$ cat src/rtl/cmul_seq.sv
// Sequential complex multiplier: z = a*b using one shared signed 8x8 multiplier
// stepped over four cycles, with valid/ready handshakes on both sides.
module cmul_seq (
    input  logic               clk,
    input  logic               rst,
    input  logic               in_valid,
    output logic               in_ready,
    input  logic signed [7:0]  a_real,
    input  logic signed [7:0]  a_imag,
    input  logic signed [7:0]  b_real,
    input  logic signed [7:0]  b_imag,
    output logic               out_valid,
    input  logic               out_ready,
    output logic signed [15:0] z_real,
    output logic signed [15:0] z_imag,
    output logic               busy,
    output logic [7:0]         op_count
);

    typedef enum logic [1:0] {S_IDLE, S_MUL, S_DONE} state_t;

    state_t             state_q, state_d;
    logic [1:0]         step_q, step_d;
    logic signed [7:0]  ar_q, ai_q, br_q, bi_q;
    logic signed [7:0]  ar_d, ai_d, br_d, bi_d;
    logic signed [16:0] acc_r_q, acc_r_d, acc_i_q, acc_i_d;
    logic signed [15:0] z_real_q, z_real_d, z_imag_q, z_imag_d;
    logic               out_valid_q, out_valid_d;
    logic [7:0]         op_count_q, op_count_d;

    logic               accept;
    logic signed [7:0]  mul_x, mul_y;
    logic signed [15:0] prod;
    logic signed [16:0] prod_ext;

    assign in_ready = (state_q == S_IDLE) || ((state_q == S_DONE) && out_ready);
    assign accept   = in_valid && in_ready;

    // Steps 0,2 use ar; 1,3 use ai. Steps 0,3 use br; 1,2 use bi.
    assign mul_x    = step_q[0] ? ai_q : ar_q;
    assign mul_y    = (step_q[0] ^ step_q[1]) ? bi_q : br_q;
    assign prod     = mul_x * mul_y;
    assign prod_ext = {prod[15], prod};

    always_comb begin
        state_d     = state_q;
        step_d      = step_q;
        ar_d        = ar_q;
        ai_d        = ai_q;
        br_d        = br_q;
        bi_d        = bi_q;
        acc_r_d     = acc_r_q;
        acc_i_d     = acc_i_q;
        z_real_d    = z_real_q;
        z_imag_d    = z_imag_q;
        out_valid_d = out_valid_q;
        op_count_d  = op_count_q;

        case (state_q)
            S_IDLE: ;
            S_MUL: begin
                step_d = step_q + 2'd1;
                case (step_q)
                    2'd0: acc_r_d = prod_ext;
                    2'd1: acc_r_d = acc_r_q - prod_ext;
                    2'd2: acc_i_d = prod_ext;
                    default: begin
                        acc_i_d     = acc_i_q + prod_ext;
                        z_real_d    = acc_r_q[15:0];
                        z_imag_d    = acc_i_d[15:0];
                        out_valid_d = 1'b1;
                        state_d     = S_DONE;
                    end
                endcase
            end
            S_DONE: begin
                if (out_ready) begin
                    op_count_d  = op_count_q + 8'd1;
                    out_valid_d = 1'b0;
                    state_d     = S_IDLE;
                end
            end
            default: state_d = S_IDLE;
        endcase

        // Acceptance overrides the DONE->IDLE exit for back-to-back issue.
        if (accept) begin
            ar_d    = a_real;
            ai_d    = a_imag;
            br_d    = b_real;
            bi_d    = b_imag;
            step_d  = 2'd0;
            state_d = S_MUL;
        end
    end

    always_ff @(posedge clk) begin
        if (rst) begin
            state_q     <= S_IDLE;
            step_q      <= 2'd0;
            ar_q        <= '0;
            ai_q        <= '0;
            br_q        <= '0;
            bi_q        <= '0;
            acc_r_q     <= '0;
            acc_i_q     <= '0;
            z_real_q    <= '0;
            z_imag_q    <= '0;
            out_valid_q <= 1'b0;
            op_count_q  <= 8'd0;
        end else begin
            state_q     <= state_d;
            step_q      <= step_d;
            ar_q        <= ar_d;
            ai_q        <= ai_d;
            br_q        <= br_d;
            bi_q        <= bi_d;
            acc_r_q     <= acc_r_d;
            acc_i_q     <= acc_i_d;
            z_real_q    <= z_real_d;
            z_imag_q    <= z_imag_d;
            out_valid_q <= out_valid_d;
            op_count_q  <= op_count_d;
        end
    end

    assign out_valid = out_valid_q;
    assign z_real    = z_real_q;
    assign z_imag    = z_imag_q;
    assign busy      = (state_q == S_MUL);
    assign op_count  = op_count_q;

endmodule

$ cat config.mk
export PLATFORM = sky130hd
export DESIGN_NAME = cmul_seq
export DESIGN_NICKNAME = d
export VERILOG_FILES = /design/src/rtl/cmul_seq.sv
export SDC_FILE = /design/constraint.sdc
export NUM_CORES = 1
export LEC_CHECK = 0
export ABC_AREA = 1
export CAP_MARGIN = 30
export CORE_ASPECT_RATIO = 1.4
export CORE_UTILIZATION = 50
export DETAILED_ROUTE_END_ITERATION = 10
export MAX_ROUTING_LAYER = met4
export PLACE_DENSITY = 0.84
export SKIP_CTS_REPAIR_TIMING = 1
export SLEW_MARGIN = 20
export SYNTH_ARGS = -nofsm -noshare
export SYNTH_HDL_FRONTEND = slang
export SYNTH_SLANG_ARGS = --single-unit
$ cat constraint.sdc
create_clock -name clk -period 6.61 [get_ports clk]
set_clock_uncertainty 0.2 [all_clocks]
set_input_delay 1.6525 -clock clk [delete_from_list [all_inputs] [get_ports clk]]
set_output_delay 1.6525 -clock clk [all_outputs]
set_load 0.1 [all_outputs]
* Word level (Yosys, flattened, before mapping) *
Index checks and enable logic that the tools add are counted.

word-level totals
  bits of input ports = 36
  register bits after elaboration = 111
  word-level logic and storage cells = 59
  memories kept = 0
  bits in writable memories = 0
  bits in latches = 0
  bits in read-only memories = 0

operators by class
  equal/unequal tests = 9
  $mul = 1
  div/mod/pow operators = 0
  reductions and logical operators = 17
  mux-type cells = 11
  $add $sub $neg = 4
  $lt $le $gt $ge = 0
  shift operators = 0
  bitwise gates (word level) = 4

operators with widths
  cell                 number
  $pmux 17 s2          2
  $add 17x16->17       1
  $sub 17x16->17       1
  $mul 8x8->16         1
  $mux 8               2
  $reduce_and 3->1     3
  $add 8x1->8 const B  1
  $reduce_and 2->1     4
  $ne 2x2->1 const B   3
  $pmux 2 s3           1
  $eq 2x1->1 const B   2
  $eq 2x2->1 const B   2
  $logic_not 2->1      2
  $mux 2               2
  $reduce_bool 2->1    2
  $reduce_or 2->1      2
  $mux 1               3
  $ne 3x2->1 const B   1
  $ne 3x3->1 const B   1
  $not 1->1            3
  $reduce_or 3->1      1
  $add 2x1->2 const B  1
  $logic_and 1x1->1    2
  $pmux 1 s2           1
  2 further kinds      2

* Logic depth before layout (Yosys ltp) *
  depth in word-level cells = 6
  depth in mapped cells = 44
  mapped depth without buffers = 40

* Worst setup path before layout *
No wires, ideal clock.

  kind = register to register
  start point = reg step_q[0]
  end point = reg acc_r_q[15]
  slack = -0.540 ns
  data arrival time = 6.841 ns
  clock period less this slack = 7.150 ns
  required time = 6.301 ns
  stages on the path, launching flop included = 37
  buffers on the path = 4
  cell sequence = dfxtp_1 > clkbuf_1 > clkbuf_1 > inv_1 > ha_1 > clkbuf_1 > clkbuf_1 > o21ai_0 > inv_1 > nor2_1 > fa_1 > inv_1 > fa_1 > inv_1 > fa_1 > inv_1 > fa_1 > inv_1 > ha_1 > a21o_1 > a31o_2 > xor2_1 > inv_1 > ha_1 > nand2_1 > nor2_1 > nand4_1 > nor2_1 > nor2_1 > nand2_1 > nand3_2 > nand4_1 > nand2_1 > nand2_1 > nand3_1 > nand2_1 > inv_1

on the way
  longest elaborated chain between the ends = 5
  elaborated cells on any way between the ends = 10
  those cells by class = 1 x add/sub; 1 x mul; 1 x eq/ne; 3 x mux; 1 x bitwise; 3 x reduce/logical

RTL lines
  item                    RTL line  RTL
  start, declared         23        logic [1:0] step_q, step_d;
  start signal, assigned  113       step_q <= step_d;
  $xor 1x1->1             41        assign mul_y = (step_q[0] ^ step_q[1]) ? bi_q : br_q;
  $mux 8                  41
  $mul 8x8->16            42        assign prod = mul_x * mul_y;
  $sub 17x16->17          65        2'd1: acc_r_d = acc_r_q - prod_ext;
  $pmux 17 s2             63        case (step_q)
  end signal, assigned    118       acc_r_q <= acc_r_d;
  end, declared           26        logic signed [16:0] acc_r_q, acc_r_d, acc_i_q, acc_i_d;

Several ways; a longest one is shown, not always the timed one.
A chain may end at the register's enable or synchronous reset.

* Worst setup path in the final report *
  start point = reg step_q[1]
  end point = reg acc_i_q[13]

on the way
  longest elaborated chain between the ends = 5
  elaborated cells on any way between the ends = 11
  those cells by class = 1 x add/sub; 1 x mul; 2 x eq/ne; 2 x mux; 2 x bitwise; 3 x reduce/logical

RTL lines
  item                  RTL line  RTL
  $xor 1x1->1           41
  $mux 8                41
  $mul 8x8->16          42
  $add 17x16->17        68        acc_i_d = acc_i_q + prod_ext;
  $pmux 17 s2           63
  end signal, assigned  119       acc_i_q <= acc_i_d;
  end, declared         26

Several ways; a longest one is shown, not always the timed one.

==> metrics.txt <==
# TYPE chip_impl_metric gauge
chip_impl_metric{name="synth_enable_flop_cells",unit=""} 0
chip_impl_info{name="regToRegStartpoint",value="step_q[1]"} 1
chip_impl_metric{name="worst_skew_pair.late_latency",unit="ns"} 0.36
chip_impl_metric{name="tritoncts.num_buffers",unit=""} 9
chip_impl_metric{name="ctsHtreeMaxLevel",unit=""} 3
chip_impl_metric{name="hold_ws",unit="ns"} 0.2553
chip_impl_metric{name="yosys_register_bits",unit=""} 109
chip_impl_metric{name="dr_total_vias",unit=""} 8281
chip_impl_metric{name="final_design_area_no_fill",unit="sq mm"} 0.01056
chip_impl_metric{name="synth_adder_area_share",unit="%"} 22.39
chip_impl_metric{name="grt_first_pass_wirelength",unit="mm"} 37.38
chip_impl_metric{name="overflow",unit=""} 0
chip_impl_info{name="clock-root-buffer",value="sky130_fd_sc_hd__clkbuf_16"} 1
chip_impl_metric{name="finalWeightedCongestion",unit=""} 0.9731
chip_impl_info{name="worstSetupEndpointType",value="flop"} 1
chip_impl_metric{name="ant_nets",unit=""} 0
chip_impl_info{name="outcome",value="completed"} 1
chip_impl_metric{name="drtPass1Iterations",unit=""} 5
chip_impl_metric{name="totalWireLength",unit="mm"} 23.58
chip_impl_metric{name="synth_sequential_area_ratio",unit="%"} 25.49
chip_impl_metric{name="finalSetupViolations",unit=""} 0
chip_impl_metric{name="die-area",unit="sq mm"} 0.01766
chip_impl_info{name="crit_path_start_kind",value="flop"} 1
chip_impl_metric{name="synth-warning-count",unit=""} 0
chip_impl_info{name="postSynth.topFlopCell",value="sky130_fd_sc_hd__dfxtp_1"} 1
chip_impl_metric{name="first_iter_violations",unit=""} 452
chip_impl_info{name="synth.largest_area_cell",value="sky130_fd_sc_hd__dfxtp_1"} 1
chip_impl_info{name="critPathMostFrequentCell",value="sky130_fd_sc_hd__nand2_1"} 1
chip_impl_metric{name="synth.mux.area_fraction",unit="%"} 0
chip_impl_metric{name="post-route-worst-setup-slack",unit="ns"} 0.2924
chip_impl_metric{name="period_share",unit="%"} 95.58
chip_impl_metric{name="detail_route.drc_violations",unit=""} 0
chip_impl_metric{name="placed_cells_incl_taps",unit=""} 1503
chip_impl_metric{name="finalHoldViolations",unit=""} 0
chip_impl_metric{name="r2r_slack",unit="ns"} 0.29
chip_impl_metric{name="mean_instance_size_in_the_synthesized_netlist",unit="sq um"} 7.147
chip_impl_metric{name="final_period_minus_worst_setup_slack",unit="ns"} 6.318
chip_impl_metric{name="setup_tns",unit="ns"} 0
chip_impl_metric{name="max_stage_delay",unit="ns"} 0.57
chip_impl_metric{name="die-width",unit="microns"} 112.6
chip_impl_metric{name="route.detailed.vias_per_inst",unit=""} 5.434
chip_impl_metric{name="fin_total_pwr",unit="mW"} 2.624
chip_impl_metric{name="layout-drive-gt1-share",unit="%"} 13.02
chip_impl_metric{name="synthSimpleGateAreaFrac",unit="%"} 20.66
chip_impl_metric{name="die_h",unit="microns"} 156.8
chip_impl_metric{name="fin_cells",unit=""} 1524
chip_impl_metric{name="grtUsageTotal",unit="%"} 27.27
chip_impl_info{name="synth_top_family_by_area",value="adder cells"} 1
chip_impl_metric{name="tightest_slew",unit="ns"} 0.9968
chip_impl_info{name="terminus_of_the_critical_flop_to_flop_path",value="acc_i_q[13]"} 1
chip_impl_metric{name="io_buffers",unit=""} 78
chip_impl_metric{name="synth-xor-area-share",unit="%"} 2.440
chip_impl_metric{name="timing.critical_path.arrival",unit="ns"} 6.41
chip_impl_metric{name="core_area",unit="sq mm"} 0.01675
chip_impl_metric{name="clock-sinks",unit=""} 109
chip_impl_info{name="hold_path_class",value="flop to flop"} 1
chip_impl_metric{name="grt_max_degree",unit=""} 51
chip_impl_metric{name="floorplan.initialDensity",unit="%"} 51.13
chip_impl_metric{name="slew_viol_final",unit=""} 0
chip_impl_metric{name="pwr_density_cell",unit="mW/mm^2"} 248.5
chip_impl_info{name="holdCritStartpoint",value="ar_q[5]"} 1
chip_impl_metric{name="number_of_antenna_violations_at_the_first_check_in_global_routing",unit=""} 0
chip_impl_metric{name="place_area",unit="sq mm"} 0.009937
chip_impl_metric{name="critical_path.max_fanout",unit=""} 9
chip_impl_info{name="grt_setup_unrepaired",value="true"} 1
chip_impl_metric{name="ir_worst_vdd",unit="mV"} 0.1965
chip_impl_info{name="worst_hold_path.endpoint",value="ar_q[5]"} 1
chip_impl_metric{name="first_global_vias",unit=""} 8225
chip_impl_metric{name="maxClockFrequency",unit="MHz"} 158.3
chip_impl_metric{name="static-leakage-power",unit="nW"} 4.982
chip_impl_info{name="synthTopCellsByArea",value="sky130_fd_sc_hd__dfxtp_1 (25%), sky130_fd_sc_hd__fa_1 (13%), sky130_fd_sc_hd__inv_1 (9.2%)"} 1
chip_impl_info{name="tritoncts",value="built"} 1
chip_impl_metric{name="row_count",unit=""} 56
chip_impl_metric{name="synth_fp_nets",unit=""} 1353
chip_impl_info{name="post-synth-top-count-cell",value="sky130_fd_sc_hd__inv_1"} 1
chip_impl_metric{name="synth_cell_type_count",unit=""} 43
chip_impl_metric{name="routed_wire_length_per_instance",unit="microns"} 15.47
chip_impl_metric{name="synth-compound-area-share",unit="%"} 17.62
chip_impl_metric{name="syn_inst",unit=""} 1198
chip_impl_metric{name="netlist_area",unit="sq mm"} 0.008562
chip_impl_metric{name="rr_worst_depth",unit=""} 30
chip_impl_metric{name="synth_top_area_share",unit="%"} 25.49
chip_impl_metric{name="final_core_util",unit="%"} 63.07
chip_impl_metric{name="area_delta_synth_final",unit="%"} 23.35
chip_impl_metric{name="post_detailed_placement_half_perimeter_wirelength",unit="mm"} 18.00
chip_impl_metric{name="dpl_worst_slack",unit="ns"} -0.2554
chip_impl_metric{name="slew_headroom",unit="%"} 33.34
chip_impl_metric{name="io_pins",unit=""} 79
chip_impl_metric{name="final_layout_net_count",unit=""} 1471
chip_impl_metric{name="timing.critical_path.required",unit="ns"} 6.70
chip_impl_metric{name="clock_path_buffers",unit=""} 2
chip_impl_metric{name="hold_path_depth",unit=""} 2
chip_impl_metric{name="cap_violations",unit=""} 0
chip_impl_info{name="synth_top_cells_by_count",value="sky130_fd_sc_hd__inv_1 (209), sky130_fd_sc_hd__nand2_1 (200), sky130_fd_sc_hd__a21oi_1 (117)"} 1
chip_impl_info{name="worst-setup-path-type",value="flop to flop"} 1
chip_impl_info{name="critPathSlowestCell",value="sky130_fd_sc_hd__fa_1"} 1
chip_impl_metric{name="synthArstFlopShare",unit="%"} 0
chip_impl_metric{name="clkSlewWorstSetupHoldPaths",unit="ns"} 0.08
chip_impl_metric{name="num_antenna_cells",unit=""} 0
how the worst max path moves through the flow:
stage,end,slack [ns],start
after floorplan,acc_r_q[15],0.02,step_q[0]
after global placement,acc_i_q[15],-0.12,step_q[1]
after detailed placement,acc_i_q[15],-0.26,step_q[0]
after CTS,acc_i_q[15],-0.29,step_q[1]
after global routing,acc_r_q[15],-0.12,step_q[0]
final,acc_i_q[13],0.29,step_q[1]
critical path, delay by kind of cell, from the launching register on:
family | cells | cell delay [ns]
AOI/OAI and AO/OA | 4 | 0.69
xor gates and xnor gates | 1 | 0.20
adders and majority gates | 7 | 2.96
buffers and inverters | 7 | 0.57
DFF | 1 | 0.33
and+or+nand+nor | 11 | 1.27
sequential cells by signal (all words and copies together), names as in the netlist:
name       flops
ar_q           8
state_q        2
z_imag        16
step_q         2
ai_q           8
br_q           8
op_count       8
bi_q           8
out_valid      1
z_real        16
acc_r_q       16
acc_i_q       16
logic make-up after synthesis:
group / count (synthesis)
AO/OA/AOI/OAI: 273
AND/OR/NAND/NOR: 417
adder cells (fa/ha/maj): 119
buffers and inverters: 257
XOR/XNOR: 23
flip-flops: 109
final cells by class:
type | count | area, sq um
timing repair buffer | 146 | 1292
sequential | 109 | 2182
clock inverter | 7 | 77.57
clock buffer | 9 | 225.2
inverter | 218 | 818.3
multi-input combinational | 832 | 5712
tap | 203 | 254.0
fill | 1441 | 6185
routing by layer:
layer  up-vias  global-route usage (%)  routed length (microns)  part of all wire [%]
met5         -                       -                        0                     0
met2       229                   50.94                    12880                    55
met4         0                   13.27                     1100                   4.7
li1       4060                       -                        -                     -
met1      3912                   28.23                     8765                    37
met3        80                   3.098                      831                   3.5
placed cells by master, fill, tap and decap left out, drive strengths merged:
| cell | instances |
|---|---|
| nand3b | 1 |
| nor3b | 1 |
| nand4 | 8 |
| nand3 | 71 |
| a21o | 4 |
| a211oi | 1 |
| inv | 220 |
| o21ai | 105 |
| fa | 57 |
| ha | 62 |
| buf | 69 |
| a31oi | 8 |
| xor2 | 18 |
| nor3 | 7 |
| a31o | 3 |
| dfxtp | 109 |
| a221oi | 1 |
| o21bai | 14 |
| nor2 | 117 |
| o211ai | 14 |
| clkinv | 5 |
| nor4 | 1 |
| xnor2 | 5 |
| a21oi | 121 |
| clkbuf | 9 |
| o21a | 2 |
| or2 | 1 |
| clkdlybuf4s50 | 77 |
| nand2 | 210 |
power breakdown:
part	total (mW)	switching, mW	internal, mW	leakage, nW
Combinational	1.36	0.813	0.547	3.94
Sequential	0.710	0.0227	0.687	0.887
Clock	0.555	0.284	0.270	0.150
Total	2.62	1.12	1.50	4.98
Note: power is estimated with default switching activity, not from simulation.
